**config.mk**
```make
export PLATFORM = sky130hd
export DESIGN_NAME = pipe_stage_buf
export DESIGN_NICKNAME = d
export VERILOG_FILES = /design/src/rtl/pipe_stage_buf_pkg.sv /design/src/rtl/pipe_stage_buf_sat_counter.sv /design/src/rtl/pipe_stage_buf.sv
export SDC_FILE = /design/constraint.sdc
export NUM_CORES = 1
export LEC_CHECK = 0
export BUFFER_PORTS_ARGS = -buffer_cell sky130_fd_sc_hd__buf_2
export CAP_MARGIN = 25
export CELL_PAD_IN_SITES_DETAIL_PLACEMENT = 1
export CELL_PAD_IN_SITES_GLOBAL_PLACEMENT = 1
export CORE_ASPECT_RATIO = 1.2
export CORE_MARGIN = 10
export CORE_UTILIZATION = 37
export DETAILED_ROUTE_END_ITERATION = 16
export GPL_TIMING_DRIVEN = 1
export PLACE_DENSITY = 0.79
export SYNTH_ARGS = -nofsm -noshare
export SYNTH_HDL_FRONTEND = slang
export SYNTH_SLANG_ARGS = --single-unit
export TNS_END_PERCENT = 20
```
**constraint.sdc**
```tcl
create_clock -name CLK -period 2 [get_ports CLK]
set_input_delay 0.2 -clock CLK [delete_from_list [all_inputs] [get_ports CLK]]
set_output_delay 0.2 -clock CLK [all_outputs]
set_load 0.005 [all_outputs]
```
**src/rtl/pipe_stage_buf_pkg.sv**
```systemverilog
// Shared definitions for the inter-stage pipeline register (pipe_stage_buf).
package defs;

  localparam int          BIN_DIG  = 32;
  localparam logic [31:0] NOP_INST = 32'h13;

  typedef enum logic [1:0] {
    EMPTY = 2'd0,
    FULL  = 2'd1,
    SKID  = 2'd2
  } pipe_state_t;

endpackage

```
**src/rtl/pipe_stage_buf_sat_counter.sv**
```systemverilog
// Saturating event counter with synchronous clear; clear beats increment.
module sat_counter #(
  parameter int CNT_W = 16
) (
  input  logic             clk,
  input  logic             rst_n,
  input  logic             inc,
  input  logic             clr,
  output logic [CNT_W-1:0] count
);

  logic [CNT_W-1:0] count_q, count_d;

  always_comb begin
    count_d = count_q;
    if (clr) begin
      count_d = '0;
    end else if (inc && (count_q != '1)) begin
      count_d = count_q + CNT_W'(1);
    end
  end

  always_ff @(posedge clk or negedge rst_n) begin
    if (!rst_n) begin
      count_q <= '0;
    end else begin
      count_q <= count_d;
    end
  end

  assign count = count_q;

endmodule

```
**src/rtl/pipe_stage_buf.sv**
```systemverilog
// Valid/ready pipeline stage register with flush bubble and stall counter.
// Define PIPE_SKID_EN to add a skid entry and a registered in_ready.
module pipe_stage_buf
  import defs::*;
#(
  parameter int               WIDTH     = BIN_DIG,
  parameter logic [WIDTH-1:0] RESET_VAL = WIDTH'(NOP_INST),
  parameter int               CNT_W     = 16
) (
  input  logic             CLK,
  input  logic             RST,
  input  logic             flush,
  input  logic             clr_stats,
  input  logic             in_valid,
  output logic             in_ready,
  input  logic [WIDTH-1:0] in_data,
  output logic             out_valid,
  input  logic             out_ready,
  output logic [WIDTH-1:0] out_data,
  output logic [CNT_W-1:0] stall_cnt
);

  pipe_state_t      state_q, state_d;
  logic [WIDTH-1:0] m_q, m_d;
  logic             valid_q;
  logic             push, pop;

`ifdef PIPE_SKID_EN
  logic [WIDTH-1:0] s_q, s_d;
  logic             rdy_q;

  assign in_ready = rdy_q;
`else
  // Without the skid entry a pop frees the slot in the same cycle.
  assign in_ready = !valid_q || out_ready;
`endif

  assign push = in_valid && in_ready;
  assign pop  = valid_q && out_ready;

  always_comb begin
    state_d = state_q;
    m_d     = m_q;
`ifdef PIPE_SKID_EN
    s_d     = s_q;
`endif
    case (state_q)
      EMPTY: begin
        if (push) begin
          m_d     = in_data;
          state_d = FULL;
        end
      end
      FULL: begin
        if (push && pop) begin
          m_d = in_data;
`ifdef PIPE_SKID_EN
        end else if (push) begin
          s_d     = in_data;
          state_d = SKID;
`endif
        end else if (pop) begin
          m_d     = RESET_VAL;
          state_d = EMPTY;
        end
      end
`ifdef PIPE_SKID_EN
      SKID: begin
        if (pop) begin
          m_d     = s_q;
          s_d     = RESET_VAL;
          state_d = FULL;
        end
      end
`endif
      default: begin
        m_d     = RESET_VAL;
        state_d = EMPTY;
      end
    endcase
    // Flush drops any accepted push but the downstream pop still completes.
    if (flush) begin
      state_d = EMPTY;
      m_d     = RESET_VAL;
`ifdef PIPE_SKID_EN
      s_d     = RESET_VAL;
`endif
    end
  end

  always_ff @(posedge CLK or negedge RST) begin
    if (!RST) begin
      state_q <= EMPTY;
      m_q     <= RESET_VAL;
      valid_q <= 1'b0;
`ifdef PIPE_SKID_EN
      s_q     <= RESET_VAL;
      rdy_q   <= 1'b1;
`endif
    end else begin
      state_q <= state_d;
      m_q     <= m_d;
      valid_q <= (state_d != EMPTY);
`ifdef PIPE_SKID_EN
      s_q     <= s_d;
      rdy_q   <= (state_d != SKID);
`endif
    end
  end

  assign out_valid = valid_q;
  assign out_data  = m_q;

  sat_counter #(
    .CNT_W(CNT_W)
  ) u_stall_cnt (
    .clk  (CLK),
    .rst_n(RST),
    .inc  (valid_q && !out_ready),
    .clr  (clr_stats),
    .count(stall_cnt)
  );

endmodule

```
======== Yosys cells after proc, flatten, opt, wreduce, memory -nomap -nowiden ========
Cells that the tools add are included.
operators by class
  mux-type cells .......................... 12
  add/sub/neg operators ................... 1
  equal/unequal tests ..................... 4
  reductions and logical operators ........ 12
operators by type and width
  kind                   count
  $mux 32                4
  $pmux 32 s2            1
  $mux 16                2
  $add 16x1->16 const B  1
  $ne 16x16->1 const B   1
  $mux 2                 4
  $logic_and 1x1->1      5
  $ne 4x4->1 const B     1
  $pmux 2 s2             1
  $reduce_bool 2->1      2
  $ne 3x3->1 const B     1
  $eq 2x1->1 const B     1
  $logic_not 1->1        2
  $logic_not 2->1        1
  $reduce_and 2->1       1
  $logic_or 1x1->1       1
storage, ports and cells
  input port bits ......................... 38
  logic and storage cells ................. 33
  output and inout port bits .............. 50
  flip-flop bits (word level) ............. 51

======== Longest topological paths before layout ========
  word-level depth ........................ 8
  gate-level depth with buffers ........... 7
  mapped depth without buffers ............ 5

======== Cells and area by module ========
Synthesis repeated with hierarchy kept, for this count alone.
unflattened totals
  cell total of the unflattened synthesis .. 257
  area, all modules ....................... 2758.9 um^2
modules (own cells, without submodules)
  module          times used  area an instance (um^2)  sequential area each (um^2)  cells an instance
  pipe_stage_buf  1           1816.7                   879.6                        159
  sat_counter     1           942.2                    400.4                        98

======== Worst setup path after synthesis ========
OpenSTA, ideal clock, no wires.
  path type ............................... register to register
  from .................................... register u_stall_cnt.count_q[0], in the netlist u_stall_cnt.count[0]
  to ...................................... register u_stall_cnt.count_q[7], in the netlist u_stall_cnt.count[7]
  path buffers ............................ 1
  arrival time ............................ 1616 ps
  slack ................................... 306 ps
  stages on the path, launching flop included .. 7
  library setup time ...................... 78 ps
  cells stage by stage .................... dfrtp_1 ha_1 nand4_2 nor4_4 buf_6 or4_1 a21oi_1
between the ends
  cells in the longest elaborated chain, start to end .. 3
  elaborated cells between the ends (all ways) .. 6
  classes of those cells .................. 1 x add/sub; 1 x eq/ne; 2 x mux; 2 x reduce/logical
RTL lines
  element                                        line                                                                source
  start, declared                                pipe_stage_buf_sat_counter.sv:12                                    logic [CNT_W-1:0] count_q, count_d;
  start signal, assigned                         pipe_stage_buf_sat_counter.sv:27                                    count_q <= count_d;
  $add 16x1->16 or $ne 16x16->1 (tied branches)  pipe_stage_buf_sat_counter.sv:19, pipe_stage_buf_sat_counter.sv:18
  $mux 16 or $logic_and 1x1->1 (tied branches)   pipe_stage_buf_sat_counter.sv:18                                    end else if (inc && (count_q != '1)) begin
  $mux 16 or $reduce_bool 2->1 (tied branches)   --
Several ways; a longest one is shown, not always the timed one. The select of a mux whose other input is x is not followed.
A chain may end at the register's enable or synchronous reset.

======== Worst setup path in the final report ========
  from .................................... register u_stall_cnt.count_q[0], in the netlist u_stall_cnt.count[0]
  to ...................................... register u_stall_cnt.count_q[11], in the netlist u_stall_cnt.count[11]
Same word-level chain as after synthesis.

==> metrics.md <==
| Metric | Value |
|---|---|
| Critical Path Start Type | `flip-flop` |
| Clock slew at reported path FFs | `0.10 ns` |
| Lkg Pwr | `1.47 nW` |
| # diodes | `0` |
| Clock share of power | `34.1%` |
| Number of remaining DRC errors | `0` |
| Sink Count | `51` |
| Mapped Avg Cell Area | `12.0 sq um` |
| Synth Instances | `185` |
| Peak Freq | `0.538 GHz` |
| Tightest Hold Check Type | `in -> reg` |
| Layout cells sized above 1 | `between 40% and 50%` |
| All-layer global routing usage | `12.9%` |
| Synth cell types | `35` |
| Final #Nets | `approximately 310` |
| Vias | `roughly 1900` |
| Worst Skew | `around 0.0077 ns` |
| Vias/cell | `approximately 5.3` |
| Status | `finished, final reports clean` |
| NetSw | `0.000451 W` |
| HPWL after DPL | `4760 um` |
| Synth Warn # | `0` |
| Post-Place Cells | `347` |
| Net Sw Frac | `24.2%` |
| FF+latch count, synth | `51` |
| Slew HR | `49.6%` |
| Yosys top cell area share | `between 50% and 60%` |
| First-pass GRT wire length | `10300 um` |
| Clock root buffer | `clkbuf_8` |
| Die W | `90.7 um` |
| P&R area growth vs syn | `27.7%` |
| Tmin final | `1.86 ns` |
| Slew @ Worst Pin | `0.755 ns` |
| Antenna viol nets, final | `0` |
| Top post-synthesis cells by count | `dfrtp_1, a22o_1, a21oi_1` |
| WP data arrival | `2.09 ns` |
| Post-Synthesis Net Count | `224` |
| Fin Setup TNS | `0 ns` |
| Most common cell in the netlist | `dfrtp_1` |
| CTS Buf Count | `5` |
| Fillcell total | `approximately 670` |
| Final setup vio count | `0` |
| Final wirelength | `6170 um` |
| Die area | `9520 sq um` |
| Rows | `30` |
| Reg power frac | `57.6%` |
| Max FO, Critical Path | `14` |
| PortBufs | `87` |
| Commonest register cell after synthesis | `dfrtp_1` |
| Req. time, crit path | `2.23 ns` |
| Worst setup path category | `reg -> reg` |
| DRT Pass-1 Iters | `4` |
| Synth async-reset ratio | `100%` |
| Die height | `105 um` |
| Largest net degree at the start of global routing | `34` |
| Post-CTS Setup Bufs | `0` |
| Max Cap Violations | `0` |
| Skew-Pair Late Insertion Delay | `about 0.3 ns` |
| RePlAce Congestion | `0.778` |
| Slew Viols, Final | `0` |
| Max IR drop VDD | `about 360 uV` |
| Internal cell power | `0.00141 W` |
| Clock tree buffer depth | `2` |
| Crit-path slowest cell | `or4_1` |
| Routed len/inst | `around 17 um` |
| Io pins | `88` |
| Pwr dens | `655 nW/um^2` |
| Initial DRC count | `47` |
| Combinational power share | `8.3%` |
| Gr ovfl total | `0` |
| Sequential share of the synthesized area | `57.6%` |
| Dominant cells by area after synthesis | `dfrtp_1, a22o_1, dfstp_2` |
| Final hold vios | `0` |
| Initial Util | `38.7%` |
| Netlist Area Pre-Place | `2220 sq um` |
| Post-route cell area | `2840 sq um` |
| Placed Area | `between 2000 and 3000 sq um` |
| Worst stage delay on the critical path | `0.50 ns` |
| Antenna violations before repair | `0` |
| Vias in the first global route | `1996` |
| Post-route non-filler standard cell count | `356` |
| CTS tree | `yes` |
| Worst Setup End Kind | `flip-flop` |
| Core Footprint | `between 5000 and 6000 sq um` |
| Largest area contributor in the netlist | `dfrtp_1` |
| H-tree depth | `2` |
| RSZ-0062 raised after global routing | `no` |
| Crit-path cells | `ha_1, nand4_2, nor4_4, buf_4, or4_1, a21oi_1` |
| Final Cycle Share | `93.0%` |
| EDFF count, synth | `0` |
## registers in the layout, indices dropped and copies added (netlist names)
register	flops
state_q	2
out_data	32
u_stall_cnt.count	16
out_valid	1
## worst max-delay path, delay by kind of cell, from the launching register on
family	cells	cell delay, ns
and+or+nand+nor	3	0.73
AOI/OAI and AO/OA	1	0.15
DFF	1	0.43
adders and majority gates	1	0.28
buffers and inverters	1	0.18
## layout make-up
class / count / area, sq um / area share [%]
clock inverter: 2 / 13.8 / 0.485
timing repair buffer: 94 / 490 / 17.3
multi-input combinational: 119 / 856 / 30.2
tap: 80 / 100 / 3.53
inverter: 4 / 15.0 / 0.529
clock buffer: 6 / 82.6 / 2.91
sequential: 51 / 1280 / 45.1
## metal layers
metal	wire (um)	vias up	track usage [%]
li1	-	887	-
met1	2540	944	15.1
met2	3080	57	21.5
met3	493	6	5.23
met4	53	0	2.73
met5	0	-	0
## cell families after synthesis
logic type | after synthesis | share of synthesized area, %
AOI/OAI and AO/OA | 66 | 22.7
xor gates and xnor gates | 1 | 0.394
adders and majority gates | 1 | 0.563
buffers and inverters | 15 | 3.89
DFF | 51 | 57.6
muxes | 1 | 0.450
other | 1 | 0.169
and+or+nand+nor | 49 | 14.2
## through the flow
stage / hold slack [ns] / worst slack (ns) / power [W] / util, %
after global placement: 0.318 / 0.216 / 0.00124 / 47.6
after CTS: 0.0955 / 0.134 / 0.00188 / 49.4
final: 0.104 / 0.140 / 0.00186 / 49.4
after floorplan: -0.0956 / 0.306 / 0.00115 / -
after detailed placement: 0.318 / 0.167 / 0.00125 / 47.6
after global routing: 0.0883 / 0.0184 / 0.00195 / 49.4
## placed cells by master (no fill, tap or decap), drive strengths merged, types with 3 or more instances in the layout
cell    netlist  routed
buf           8      93
dfrtp        48      48
a22o         29      29
a21oi        14      14
o31ai         8       8
or4           8       8
nor2          7       7
o21ai         7       7
nand3         7       7
nand2         7       7
clkbuf        2       6
nand4         6       6
inv           4       5
and3          4       4
or3           4       4
o22a          3       3
dfstp         3       3
## power by group through the flow
stage          sequential, W  combinational, W  clock, W
2_1_floorplan        0.00109         0.0000556         0
3_3_place_gp         0.00109          0.000152         0
3_5_place_dp         0.00109          0.000158         0
4_1_cts              0.00107          0.000159  0.000652
5_1_grt              0.00108          0.000175  0.000695
6_report             0.00107          0.000154  0.000634
## timing repair
action                     CTS  global route
hold endpoints to repair    28             0
gates resized for setup      0             0
hold buffers                 1             0
setup endpoints to repair    0             0
## path summary, 6_finish.rpt
check | to | startpoint | depth (start not counted) | slack (ns)
min in group asynchronous | u_stall_cnt.count[9] | RST | 2 | 0.50
setup reg to reg | u_stall_cnt.count[11] | u_stall_cnt.count[0] | 6 | 0.14
setup / recovery | u_stall_cnt.count[11] | u_stall_cnt.count[0] | 6 | 0.14
max in group asynchronous | out_data[5] | RST | 3 | 0.86
hold reg to reg | out_data[28] | out_data[28] | 1 | 0.51
hold / removal | out_data[0] | in_data[0] | 2 | 0.10
Power figures use the tool's default switching activity.
